<file path="config.mk">
export PLATFORM = sky130hd
export DESIGN_NAME = com_bus_arbiter
export DESIGN_NICKNAME = d
export VERILOG_FILES = /design/src/rtl/com_bus_arbiter.sv
export SDC_FILE = /design/constraint.sdc
export NUM_CORES = 1
export LEC_CHECK = 0
export CAP_MARGIN = 20
export CORE_ASPECT_RATIO = 0.9
export CORE_MARGIN = 2
export CORE_UTILIZATION = 52
export CTS_CLUSTER_DIAMETER = 80
export DETAILED_ROUTE_END_ITERATION = 12
export PLACE_DENSITY = 0.75
export SYNTH_ARGS = -nofsm -noshare
export SYNTH_HDL_FRONTEND = slang
export SYNTH_SLANG_ARGS = --single-unit
</file>
<file path="constraint.sdc">
create_clock -name clk -period 3.7 [get_ports clk]
set_input_delay 0.74 -clock clk [delete_from_list [all_inputs] [get_ports clk]]
set_output_delay 0.74 -clock clk [all_outputs]
set_load 0.01 [all_outputs]
</file>
<file path="src/rtl/com_bus_arbiter.sv">
// com_bus_arbiter: first-come-first-served arbiter for the 8-requester common bus.
// New requests are queued by arrival order; each grant is held until its owner drops req.
module com_bus_arbiter #(
    parameter int NUM_REQ = 8,
    parameter int ID_W = 4
) (
    input  logic               clk,
    input  logic               rst,
    input  logic [NUM_REQ-1:0] com_bus_req,
    output logic [NUM_REQ-1:0] com_bus_gnt,
    output logic [ID_W-1:0]    gnt_id,
    output logic               bus_busy,
    output logic [ID_W-1:0]    queue_count
);
    localparam int PW = $clog2(NUM_REQ);

    typedef enum logic [1:0] {IDLE, GRANT, RELEASE} state_t;

    state_t             state, state_n;
    logic [NUM_REQ-1:0] req_d, arr, pending, new_req, push_oh, clr;
    logic [ID_W-1:0]    q [NUM_REQ];
    logic [PW-1:0]      wr_ptr, rd_ptr, head_idx, own_idx, gnt_idx_n;
    logic [ID_W-1:0]    push_id, head, gnt_id_n;
    logic               push, pop;

    // Pending bits block re-entry, so each requester owns at most one queue slot.
    always_comb begin
        new_req = com_bus_req & ~req_d & ~pending;
        push    = |arr;
        push_oh = arr & (~arr + NUM_REQ'(1));
        push_id = '0;
        for (int i = NUM_REQ - 1; i >= 0; i--)
            if (arr[i]) push_id = ID_W'(i + 1);
        head      = q[rd_ptr];
        head_idx  = PW'(head - ID_W'(1));
        own_idx   = PW'(gnt_id - ID_W'(1));
    end

    always_comb begin
        state_n  = state;
        gnt_id_n = gnt_id;
        pop      = 1'b0;
        clr      = '0;
        if (state == GRANT) begin
            if (!com_bus_req[own_idx]) begin
                gnt_id_n     = '0;
                clr[own_idx] = 1'b1;
                state_n      = RELEASE;
            end
        end else if (queue_count != '0) begin
            pop = 1'b1;
            if (com_bus_req[head_idx]) begin
                gnt_id_n = head;
                state_n  = GRANT;
            end else begin
                clr[head_idx] = 1'b1;
                state_n       = IDLE;
            end
        end else begin
            state_n = IDLE;
        end
        gnt_idx_n = PW'(gnt_id_n - ID_W'(1));
    end

    always_ff @(posedge clk or negedge rst) begin
        if (!rst) begin
            state       <= IDLE;
            req_d       <= '0;
            arr         <= '0;
            pending     <= '0;
            wr_ptr      <= '0;
            rd_ptr      <= '0;
            queue_count <= '0;
            gnt_id      <= '0;
            com_bus_gnt <= '0;
            bus_busy    <= 1'b0;
        end else begin
            state       <= state_n;
            req_d       <= com_bus_req;
            arr         <= (arr | new_req) & ~push_oh;
            pending     <= (pending | new_req) & ~clr;
            wr_ptr      <= wr_ptr + PW'(push);
            rd_ptr      <= rd_ptr + PW'(pop);
            queue_count <= queue_count + ID_W'(push) - ID_W'(pop);
            gnt_id      <= gnt_id_n;
            com_bus_gnt <= (gnt_id_n != '0) ? NUM_REQ'(1) << gnt_idx_n : '0;
            bus_busy    <= gnt_id_n != '0;
        end
    end

    always_ff @(posedge clk)
        if (push) q[wr_ptr] <= push_id;
endmodule

</file>
# Yosys cells after proc, flatten, opt, wreduce, memory -nomap -nowiden
# Memories as Yosys holds them, arrays and structs flattened.
# Index checks and enable logic that the tools add are counted.
# classes
n_shift	1
magnitude_cmp	4
bitwise_logic	12
n_mux	33
add_sub_neg	8
n_eq_ne	2
reduce_logical	5
# op_table
operator	count
two-way mux 4 bit	12
bitwise AND 8 bit	5
two-way mux 8 bit	5
NOT 8 bit	5
OR 8 bit	2
two-way mux 1 bit	9
subtractor 3 x 1 -> 3 bit (second input constant)	3
adder 8 x 1 -> 8 bit (second input constant)	1
less-than comparator 3 x 4 -> 1 bit (second input constant)	2
nonzero test 4 bit	2
OR reduction 8 bit	1
left shift 1 x 3 -> 8 bit (first input constant)	1
adder 3 x 1 -> 3 bit	2
binary-select mux 1 bit (select 3 bit)	2
demux 1 bit (select 3 bit)	2
>= comparator 3 x 1 -> 1 bit (second input constant)	2
two-way mux 2 bit	3
adder 4 x 1 -> 4 bit	1
subtractor 4 x 1 -> 4 bit	1
== test 2 x 1 -> 1 bit (second input constant)	1
logical AND 1 bit	2
inequality test 2 bit (second input constant)	1
# totals
in_bits	10
mem_count	1
ram_bits	32
out_inout_bits	17
register_bits	49
word_cells	76
# memory_table
memory	words	word_bits	rd	rd_ports_with_merged_regs	write_ports	line_no	text
q	8	4	1	0	1	21	logic [ID_W-1:0] q [NUM_REQ];

# Logic depth before layout (Yosys ltp)
# An unclocked memory read counts as a cell.
# depth
ltp_word	11
mapped_depth	12
mapped_depth_nobuf	11

# Worst setup path before layout
# OpenSTA, ideal clock, no wires.
# synth_path
kind	flip-flop to flip-flop
start	register rd_ptr[0]
end	register bus_busy
required_ns	3.568
path_stages_with_launch	12
synth_period_minus_slack_ns	3.611
n_path_buf	2
arrival_ns	3.480
path_slack_ns	0.089
setup_ns	0.132
cell_sequence	dfrtp_1 -> buf_4 -> mux4_2 -> mux2i_2 -> clkbuf_1 -> ha_1 -> inv_1 -> mux4_2 -> mux2i_1 -> nor2_2 -> mux2_2 -> or3b_1
# synth_between
elab_chain_len	8
# synth_rtl
element	line_no	text
start, declared	22	logic [PW-1:0] wr_ptr, rd_ptr, head_idx, own_idx, gnt_idx_n;
start signal, assigned	83	rd_ptr <= rd_ptr + PW'(pop);
memory read (8 x 4 bit) *	-	
subtractor 3 x 1 -> 3 bit	35	head_idx = PW'(head - ID_W'(1));
binary-select mux 1 bit (select 3 bit)	52	if (com_bus_req[head_idx]) begin
two-way mux 1 bit (not written as such)	52	
two-way mux 4 bit *	52	
two-way mux 4 bit *	50	end else if (queue_count != '0) begin
two-way mux 4 bit *	44	if (state == GRANT) begin
nonzero test 4 bit *	87	bus_busy <= gnt_id_n != '0;
end signal, assigned	76	bus_busy <= 1'b0;
end signal, assigned	87	
end, declared	12	output logic bus_busy,
# Mark *: on every way between the ends. The rest lies on a longest branch, timed or not. The select of a mux whose other input is x is not followed.
# A chain may end at the register's enable or synchronous reset.

# Worst setup path in the final report
# Same ends and word-level chain as after synthesis.

==> metrics.md <==
| Metric | Value |
|---|---|
| Final setup violation count | 0 |
| Status | finished clean |
| Chip width | 91.2 µm |
| Num rows | 28 |
| Leading cell type in the layout, fill and taps excluded | dfrtp_1 |
| Sequential element share of the synthesized area | 61.5% |
| GPL Wtd Cong | 0.930 |
| Postcts setup bufs | 0 |
| CTS tree | done |
| Clock Path Buffers | 2 |
| Setup crit start | rd_ptr[0] |
| GRT Resource Usage Total | slightly above 20% |
| Initial drt markers | 113 |
| Cts-stage hold buffer count | 0 |
| Die area | 7520 µm² |
| TritonCTS buffer count | 9 |
| R2R Path End | bus_busy |
| Register area | 2190 µm² |
| Residual DRC | 0 |
| ANT nets after route | 0 |
| Core Region | 6590 µm² |
| Remaining global-route overflow | 0 |
| Reg2reg start | rd_ptr[0] |
| Hold WC Path Type | in -> async |
| Count of input and output buffers | 26 |
| Setup_tns | 0 ns |
| Worst-Margin Slew | 0.710 ns |
| Fin area | around 4200 µm² |
| Vias per cell | 5.56 |
| Layout cells sized above 1 | a little over an eighth |
| RSZ-0062 raised after global routing | false |
| CTS clock-pin slew for the worst setup and hold paths | 0.08 ns |
| Clock Sinks | 81 |
| Primary FF master, synth | dfrtp_1 |
| DP Wirelength | 5.01 mm |
| Wire length per cell | 17.1 µm |
| Largest net degree at the start of global routing | 27 |
| Clock Tree Root | clkbuf_8 |
| FF-to-FF setup slack | 0.21 ns |
| WS Path Type | reg -> reg |
| Yosys warns | 0 |
| Relative slew slack | 52.3% |
| Synthesized area | 3560 µm² |
| Ant diodes | 0 |
| Critical path arrival | 3.72 ns |
| Hold violation count in the final report | 0 |
| Register bit total from synthesis | 81 |
| Antenna violations before repair | 0 |
| PwrDens | roughly 1000 nW/µm² |
| Final WS setup | about 0.21 ns |
| First-pass GRT wire length | ~11 mm |
| Final Non-Filler Cells | 398 |
| Post-synthesis async set-or-reset flop share | 60.5% |
| Post-Route WL | 6.82 mm |
| Final Hold Slack | 0.381 ns |
| Placed cell count | roughly 380 |
| Area growth syn-to-layout | 16.8% |
| Post-synth EDFFs | 32 |
| Max Slew Vio Count | 0 |
| Setup crit end | bus_busy |
| Initial Util | 54.0% |
| Synth Area per Inst | 13.4 µm² |
| Placed Area | just under 4000 µm² |
| DR pass1 iterations | 4 |
| Crit path capture type | register |
| Leading cell types in the layout, fill and taps excluded | 49 x dfrtp_1, 32 x edfxtp_1, 30 x nor2_1 |
| Multi-input logic area | 1260 µm² |
| Max FO, Critical Path | 8 |
| Syn Inst Count | 265 |
| Die height | 82.5 µm |
| Fin crit period | 3.49 ns |
| Vias in the first global route | 2210 |
| Peak supply drop | between 0.4 and 0.5 mV |
| Final #Nets | roughly 330 |
| Startpoint Class | register |
| Highest Clock Rate | 0.286 GHz |
| Yosys cell types | 46 |
| Syn Nets | 287 |
| Final Skew | 0.00840 ns |
| Filler cells | approximately 520 |
| CTS H-tree lvls | 3 |
| Critical Path RT | 3.93 ns |
| Pre-CTS WS | roughly 0.26 ns |
| Reg2reg path depth | 9 |
| Cts repair resizes | 0 |
| Clk_lat worst skew | 0.35 ns |
| Max_cap viols | 0 |
| Final Cycle Share | 94.5% |
| Vias | between 2000 and 2500 |
| Top-level I/O count | 27 |
| Leakage | 1.72 nW |
==> cells in the mapped netlist, drive strengths merged (2+ instances only) <==
cell | count | share of area (%)
dfrtp | 49 | 34
edfxtp | 32 | 27
nor2 | 31 | 3.3
inv | 19 | 2.0
nand2 | 14 | 1.5
mux4 | 12 | 7.6
ha | 11 | 3.9
a21oi | 10 | 1.4
mux2i | 9 | 2.6
nand2b | 7 | 1.2
nor2b | 7 | 1.2
nor3 | 6 | 0.84
o22ai | 6 | 1.4
a22o | 4 | 0.98
buf | 4 | 0.77
o32ai | 4 | 0.98
xor2 | 4 | 0.98
a31oi | 3 | 0.53
clkbuf | 3 | 0.32
mux2 | 3 | 0.95
o21ai | 3 | 0.42
or3 | 3 | 0.53
xnor2 | 3 | 0.74
and2 | 2 | 0.35
nand3 | 2 | 0.28
o41ai | 2 | 0.49
==> state kept, by name, indices dropped and copies added (netlist names) <==
| signal | flops |
|---|---|
| arr | 8 |
| bus_busy | 1 |
| com_bus_gnt | 8 |
| gnt_id | 4 |
| pending | 8 |
| q | 32 |
| queue_count | 4 |
| rd_ptr | 3 |
| req_d | 8 |
| state | 2 |
| wr_ptr | 3 |
==> kinds of logic after synthesis <==
| logic type | count (synthesis) | share of synthesized area (%) |
|---|---|---|
| flops | 81 | 61.5 |
| simple gates | 76 | 10.2 |
| compound gates | 39 | 7.84 |
| buf+inv | 26 | 3.09 |
| mux | 24 | 11.2 |
| fa+ha+maj | 12 | 4.43 |
| xor+xnor | 7 | 1.72 |
==> report_power, final <==
part           internal, mW  switching, mW  leakage [nW]
clock network         0.357          0.314         0.109
logic                 0.977           1.18         0.718
registers              1.28          0.188         0.890
total                  2.61           1.68          1.72
==> layout make-up <==
type,count,area share (%)
sequential,81,52.6
multi-input combinational,158,30.3
timing repair buffer,34,7.53
clock buffer,11,3.67
tap,90,2.71
inverter,19,1.72
clock inverter,5,1.44
==> metal layers <==
metal | track usage, % | vias to the layer above | part of all wire, %
met5 | 0 | - | 0
met4 | 9.09 | 0 | 0.91
met3 | 4.63 | 4 | 5.0
met2 | 32.4 | 78 | 49
met1 | 27.7 | 1091 | 45
li1 | - | 1038 | -
==> critical path: stages, from the launching register on <==
cell and delay [ns]:
dfrtp_1 0.51, mux4_2 0.56, mux2i_2 0.24, ha_1 0.29
buf_4 0.16, mux4_2 0.38, mux2i_1 0.11, nor2_2 0.36
mux2_2 0.41, or3b_1 0.35
==> how the worst min path moves through the flow <==
stage	cells after the start	end	startpoint	slack [ns]
floorplan	1	arr[0]	pending[0]	0.41
global placement	1	arr[0]	pending[0]	0.43
detailed placement	1	arr[0]	pending[0]	0.44
CTS	1	req_d[7]	rst	0.39
global route	1	req_d[5]	rst	0.42
finish	1	req_d[7]	rst	0.38
==> metrics by stage <==
| stage | total power, mW | util [%] |
|---|---|---|
| 3_3_place_gp | 3.57 | 59.8 |
| 3_5_place_dp | 3.62 | 59.8 |
| 2_1_floorplan | 3.02 | - |
| 5_1_grt | 4.64 | 63.1 |
| 4_1_cts | 4.32 | 63.0 |
| 6_report | 4.29 | 63.1 |
Power figures use the tool's default switching activity.
